$ cat src/rtl/hog_stream_pkg.sv
// Shared stream framing definitions for the window serializer/deserializer pair:
// header layout, sync marker, FSM state type and the beat-count helper.
package hog_stream_pkg;

  localparam logic [7:0] SYNC_MARKER = 8'hA5;
  localparam int         MARKER_W    = 8;
  // Metadata sits at the bottom of the header; the marker sits at the top.
  localparam int         META_LSB    = 0;

  typedef enum logic [1:0] {
    HEADER = 2'd0,
    DATA   = 2'd1,
    OUT    = 2'd2
  } deser_state_e;

  function automatic int num_beats(input int win_w, input int bus_w);
    return (win_w + bus_w - 1) / bus_w;
  endfunction

endpackage

$ cat src/rtl/window_deserializer.sv
// Reassembles a header + NUM_BEATS data-beat stream frame into one wide window.
// Optional macro WINDOW_DESER_SYNC_CHECK_EN drops headers with a bad sync marker.
module window_deserializer
  import hog_stream_pkg::*;
#(
  parameter int WINDOW_WIDTH = 1152,
  parameter int BUS_WIDTH    = 128,
  parameter int META_WIDTH   = 4
) (
  input  logic                    clk,
  input  logic                    rst,
  input  logic [BUS_WIDTH-1:0]    stream,
  input  logic                    stream_valid,
  output logic                    stream_ready,
  output logic [WINDOW_WIDTH-1:0] window,
  output logic [META_WIDTH-1:0]   metadata,
  output logic                    window_valid,
  input  logic                    window_ready,
  output logic                    sync_error
);

  localparam int NB     = num_beats(WINDOW_WIDTH, BUS_WIDTH);
  localparam int CW     = $clog2(NB + 1);
  localparam int LAST_W = WINDOW_WIDTH - (NB - 1) * BUS_WIDTH;
  localparam logic [CW-1:0] LAST_CNT = CW'(NB - 1);

  deser_state_e            state_q, state_d;
  logic [CW-1:0]           cnt_q, cnt_d;
  logic                    ready_q;
  logic [WINDOW_WIDTH-1:0] win_q;
  logic [META_WIDTH-1:0]   meta_q;
  logic                    hs, hdr_ok, hdr_take, beat_we;

  assign hs = stream_valid & ready_q;

`ifdef WINDOW_DESER_SYNC_CHECK_EN
  assign hdr_ok = (stream[BUS_WIDTH-1 -: MARKER_W] == SYNC_MARKER);
`else
  assign hdr_ok = 1'b1;
`endif

  always_comb begin
    state_d  = state_q;
    cnt_d    = cnt_q;
    hdr_take = 1'b0;
    beat_we  = 1'b0;
    case (state_q)
      HEADER: if (hs) begin
        cnt_d = '0;
        if (hdr_ok) begin
          hdr_take = 1'b1;
          state_d  = DATA;
        end
      end
      DATA: if (hs) begin
        beat_we = 1'b1;
        cnt_d   = cnt_q + 1'b1;
        if (cnt_q == LAST_CNT) state_d = OUT;
      end
      OUT: if (window_ready) state_d = HEADER;
      default: state_d = HEADER;
    endcase
  end

  // ready is a pure function of the next state, so window_ready never reaches
  // stream_ready combinationally.
  always_ff @(posedge clk) begin
    if (rst) begin
      state_q <= HEADER;
      cnt_q   <= '0;
      ready_q <= 1'b0;
    end else begin
      state_q <= state_d;
      cnt_q   <= cnt_d;
      ready_q <= (state_d != OUT);
    end
  end

  always_ff @(posedge clk) begin
    if (rst) meta_q <= '0;
    else if (hdr_take) meta_q <= stream[META_LSB +: META_WIDTH];
  end

  // The final beat only contributes the bits that still fit inside the window.
  always_ff @(posedge clk) begin
    if (rst) begin
      win_q <= '0;
    end else if (beat_we) begin
      for (int k = 0; k < NB - 1; k++)
        if (cnt_q == CW'(k)) win_q[k*BUS_WIDTH +: BUS_WIDTH] <= stream;
      if (cnt_q == LAST_CNT)
        win_q[(NB-1)*BUS_WIDTH +: LAST_W] <= stream[LAST_W-1:0];
    end
  end

`ifdef WINDOW_DESER_SYNC_CHECK_EN
  logic sync_err_q;
  always_ff @(posedge clk) begin
    if (rst) sync_err_q <= 1'b0;
    else     sync_err_q <= (state_q == HEADER) & hs & ~hdr_ok;
  end
  assign sync_error = sync_err_q;
`else
  assign sync_error = 1'b0;
`endif

  assign stream_ready = ready_q;
  assign window_valid = (state_q == OUT);
  assign window       = win_q;
  assign metadata     = meta_q;

endmodule

$ cat config.mk
export PLATFORM = sky130hd
export DESIGN_NAME = window_deserializer
export DESIGN_NICKNAME = d
export VERILOG_FILES = /design/src/rtl/hog_stream_pkg.sv /design/src/rtl/window_deserializer.sv
export SDC_FILE = /design/constraint.sdc
export NUM_CORES = 2
export LEC_CHECK = 0
export ABC_AREA = 0
export CAP_MARGIN = 20
export CORE_AREA = 2 2 504 506
export DETAILED_ROUTE_END_ITERATION = 6
export DIE_AREA = 0 0 506 508
export GPL_TIMING_DRIVEN = 1
export HOLD_SLACK_MARGIN = 0.03
export SETUP_SLACK_MARGIN = 0.5
export SLEW_MARGIN = 20
export SYNTH_ARGS = -nofsm -noshare
export SYNTH_HDL_FRONTEND = slang
export SYNTH_SLANG_ARGS = --single-unit
$ cat constraint.sdc
create_clock -name clk -period 2.8 [get_ports clk]
set_input_delay 0.56 -clock clk [delete_from_list [all_inputs] [get_ports clk]]
set_output_delay 0.56 -clock clk [all_outputs]
set_load 0.01 [all_outputs]
# After elaboration in Yosys (flattened, before gate mapping)
# Index checks and enable logic that the tools add are counted.
# Widths: inputs -> output; s select.
[word_totals] reg_bits=1163 output_inout_bits=1159 elab_cells=52 input_bits=132
[classes] n_bitwise=1 reduce_logical=13 eq_ne=13 add_sub_neg=1 mux=11
[op_table] operator="$reduce_and 2->1" count=9
[op_table] operator="$eq 4x3->1 const B" count=4
[op_table] operator="$eq 4x2->1 const B" count=2
[op_table] operator="$mux 2" count=4
[op_table] operator="$mux 4" count=2
[op_table] operator="$pmux 4 s2" count=1
[op_table] operator="$ne 2x2->1 const B" count=3
[op_table] operator="$pmux 2 s3" count=1
[op_table] operator="$add 4x1->4 const B" count=1
[op_table] operator="$eq 4x1->1 const B" count=1
[op_table] operator="$eq 4x4->1 const B" count=1
[op_table] operator="$logic_not 4->1" count=1
[op_table] operator="$mux 1" count=3
[op_table] operator="$reduce_and 3->1" count=1
[op_table] operator="$eq 2x1->1 const B" count=1
[op_table] operator="$eq 2x2->1 const B" count=1
[op_table] operator="$logic_not 2->1" count=1
[op_table] operator="$reduce_bool 2->1" count=1
[op_table] operator="$and 1x1->1" count=1

# Longest topological paths before layout
[logic_depth] depth_word=5 depth_mapped=8 mapped_depth_nobuf=5

# Worst setup path before layout
# No wires, ideal clock.
[synth_path] kind="input to register" startpoint="input stream_valid" endpoint="register win_q[1052], in the netlist window[1052]" arrival_ns=1.651 n_path_buf=3 setup_slack_ns=1.019 setup_ns=0.130 cell_stages=6 t_required_ns=2.670 cell_sequence="and4b_1 -> or3b_1 -> clkbuf_1 -> buf_6 -> buf_6 -> mux2i_1"
[synth_between] elab_chain_cells=4
[synth_lines] element="from (decl)" line_no="window_deserializer.sv:13" source="input logic stream_valid,"
[synth_lines] element="$and 1x1->1" line_no="window_deserializer.sv:34" source="assign hs = stream_valid & ready_q;"
[synth_lines] element="$mux 1" line_no="window_deserializer.sv:55" source="DATA: if (hs) begin"
[synth_lines] element="$mux 1" line_no="window_deserializer.sv:47" source="case (state_q)"
[synth_lines] element="$reduce_and 2->1 (no source line)"
[synth_lines] element="to (signal, indexed assignment)" line_no="window_deserializer.sv:90" source="if (cnt_q == CW'(k)) win_q[k*BUS_WIDTH +: BUS_WIDTH] <= stream;"
[synth_lines] element="to (signal, indexed assignment)" line_no="window_deserializer.sv:92" source="win_q[(NB-1)*BUS_WIDTH +: LAST_W] <= stream[LAST_W-1:0];"
[synth_lines] element="to (decl)" line_no="window_deserializer.sv:30" source="logic [WINDOW_WIDTH-1:0] win_q;"
# Every way passes these cells.
# A chain may end at the register's enable or synchronous reset.

# Final worst setup path
[layout_path] startpoint="register win_q[91], in the netlist window[91]" endpoint="output window[91]"
[layout_lines] element="to (decl)" line_no="window_deserializer.sv:15" source="output logic [WINDOW_WIDTH-1:0] window,"
# No word-level cell between the ends.

==> flow_metrics.py <==
metrics = {
    "status": {
        "outcome": "finished with violations",
        "violations": "design-rule violations",
    },
    "cells_and_area": {
        "finalNetCount": 5466,
        "final_common_cell": "nand2b_1",
        "fin_cells": 8817,
        "final_cell_mix": "nand2b_1, dfxtp_1, mux2i_1",
        "drive_gt1_share_pct": 9.08,
        "area_growth_pct": 50.8,
        "final_area_mm2": 0.0678,
        "final_util_pct": 26.9,
    },
    "pwr": {
        "p_total_mw": 36.6,
        "internal_power_mw": 27.8,
        "p_comb_share_pct": 5.0,
        "p_seq_share_pct": 45.4,
        "power.density_mw_per_mm2": 541,
        "clock_power_share_pct": 49.7,
        "p_leak_nw": 40.0,
        "peakVddDrop_uv": 503,
        "switching_share_pct": 24.1,
        "switchingPower_mw": 8.83,
    },
    "clocking": {
        "cts_tree": "done",
        "root_buffer": "clkbuf_16",
        "holdBufCountCts": 0,
        "cts_buffer_depth": 3,
        "clk_latency_ns": 0.79,
        "cts_sinks": 1163,
        "postCtsSetupBuffers": 0,
        "htree_num_levels": 4,
        "clkTransAtPathRegs_ns": 0.06,
        "cts_made_buffers": 140,
    },
    "yosys": {
        "synth_top_flop_cell": "dfxtp_1",
        "synth_area_mm2": 0.0449,
        "synth_edf_count": 0,
        "async_reset_ff_share_pct": 0,
        "yosysUniqueCellTypes": 29,
        "yosys_register_bits": 1163,
        "yosysWarnings": 0,
        "synth_area_per_cell_um2": 11.1,
        "synth_nets": 4192,
        "seq_area_frac_synth_pct": 51.8,
        "netlist_instances": 4056,
    },
    "worst_setup_path": {
        "reg2reg_to": "window[577]",
        "cp.arrival_ns": 1.69,
        "crit_chain": "dlygate4sd2_1",
        "reg2reg_setup_slack_ns": 0.73,
        "max_stage_delay_ns": 0.58,
        "cp_max_fo": 2,
        "regToRegStartpoint": "state_q[0]",
        "cp.buffers_inverters": 1,
        "worstSetupEndpointType": "output pin",
        "critPathSlowestCell": "dlygate4sd2_1",
        "rr_worst_depth": 6,
        "cp.required_ns": 2.24,
        "cp.depth": 1,
        "crit_path_end": "window[91]",
        "worstSetupStartpoint": "window[91]",
        "critPathLaunchType": "flop",
        "critical_path_class": "reg -> out",
        "crit_family": "buffers and inverters",
    },
    "drt": {
        "routedWlPerCell_um": 22.0,
        "drc_errors": 1,
        "ant_nets": 0,
        "wl_um": 194000,
        "post_drt_via_cell_ratio": 3.85,
        "dr.pass1.iters": 7,
        "initialDrtViolationCount": 1669,
        "dr_total_vias": 33942,
    },
    "sta": {
        "tightest_slew_ns": 0.802,
        "rsz0062_at_grt": "false",
        "finalHoldViolations": 0,
        "period_needed_ns": 2.25,
        "fin_tns_setup_ns": 0,
        "drv_slew": 0,
        "fin_crit_sh_pct": 80.3,
        "slew_headroom_pct": 46.5,
        "setup_viol": 0,
        "fmax_mhz": 445,
        "skew_ns": 0.0300,
    },
    "global_route": {
        "grt_first_pass_wirelength_um": 266000,
        "overflow": 0,
        "grt_antenna_before_repair": 19,
        "track_usage_pct": 14.3,
        "grt_max_degree": 158,
        "grt_pass1_vias": 34768,
    },
    "placement": {
        "gp_congestion": 0.788,
        "io_buffers": 1289,
        "dp.final_hpwl_um": 141000,
        "place_area_mm2": 0.0629,
        "dp_cells": 8554,
    },
    "floorplan": {
        "num_rows": 185,
        "pin_count": 1291,
        "start_util_pct": 17.8,
        "core_area_mm2": 0.252,
        "die_h_um": 508,
        "die-area_mm2": 0.257,
        "fp.dieW_um": 506,
    },
    "min_path": {
        "min_path_type": "in -> reg",
    },
    "run": {
        "cap_violations": 0,
    },
}
## layer usage
metal / vias to the layer above / part of all wire, % / track usage, %
met5: - / 0 / 0
met4: 0 / 3.7 / 5.90
met3: 272 / 8.9 / 5.27
met2: 1225 / 45 / 22.7
met1: 16622 / 42 / 17.4
li1: 15823 / - / -
## synthesized netlist by cell type, drive strengths merged (2+ instances only)
cell type,count,area (um^2)
inv,2,7.51
mux2i,1152,11500
or3b,2,17.5
nand4b,4,35.0
clkbuf,175,657
buf,228,1110
nand3,8,40.0
and3b,2,17.5
nor2b,2,12.5
nand2,7,26.3
a21oi,8,40.0
and3,2,12.5
ha,4,50.1
dfxtp,1163,23300
nand3b,2,15.0
o21ai,5,25.0
nand2b,1281,8010
nor2,2,7.51
## final cells by class
type,count,area (um^2)
Fill cell,26510,185000
Clock buffer,204,4060
Clock inverter,48,503
Timing Repair Buffer,1535,15700
Antenna cell,11,27.5
Inverter,2,7.51
Tap cell,3366,4210
Multi-Input combinational cell,2488,20000
Sequential cell,1163,23300
## registers in the layout (all words and copies together), names as in the netlist
| name | flops |
|---|---|
| state_q | 2 |
| window | 1152 |
| stream_ready | 1 |
| metadata | 4 |
| cnt_q | 4 |
## kinds of logic (layout without fill, tap and decap cells)
logic type | Yosys count | after routing | share of synthesized area [%]
muxes | 1152 | 1152 | 25.7
and+or+nand+nor | 1316 | 1316 | 18.3
AOI/OAI and AO/OA | 15 | 15 | 0.175
adders and majority gates | 4 | 4 | 0.111
DFF | 1163 | 1163 | 51.8
other | 1 | 12 | 0.00834
buffers and inverters | 405 | 1789 | 3.95
## worst min path at each step
stage	startpoint	endpoint	slack [ns]	cells past startpoint
floorplan	state_q[1]	state_q[0]	0.46	1
global placement	window[42]	window[42]	0.46	2
detailed placement	window[36]	window[36]	0.46	2
CTS	rst	window[315]	0.22	3
global route	rst	window[190]	0.25	3
finish	rst	window[315]	0.28	3
## per-stage QoR
step	hold slack [ns]	worst slack [ns]
after CTS	0.223	0.464
after global routing	0.255	0.487
after global placement	0.456	0.130
after floorplan	0.459	1.02
final	0.277	0.553
after detailed placement	0.460	0.150
## repair_timing
action,in CTS,in global routing
hold endpoints to repair,0,0
resized for setup,614,401
setup endpoints to repair,1053,400
## power groups by stage
stage / Combinational [mW] / Clock [mW] / Sequential [mW]
floorplan: 0.779 / 0 / 17.0
global placement: 1.87 / 0 / 17.0
detailed placement: 1.88 / 0 / 17.0
CTS: 1.87 / 18.9 / 16.6
global route: 1.91 / 19.5 / 16.6
finish: 1.82 / 18.2 / 16.6
(Power assumes the default switching activity.)
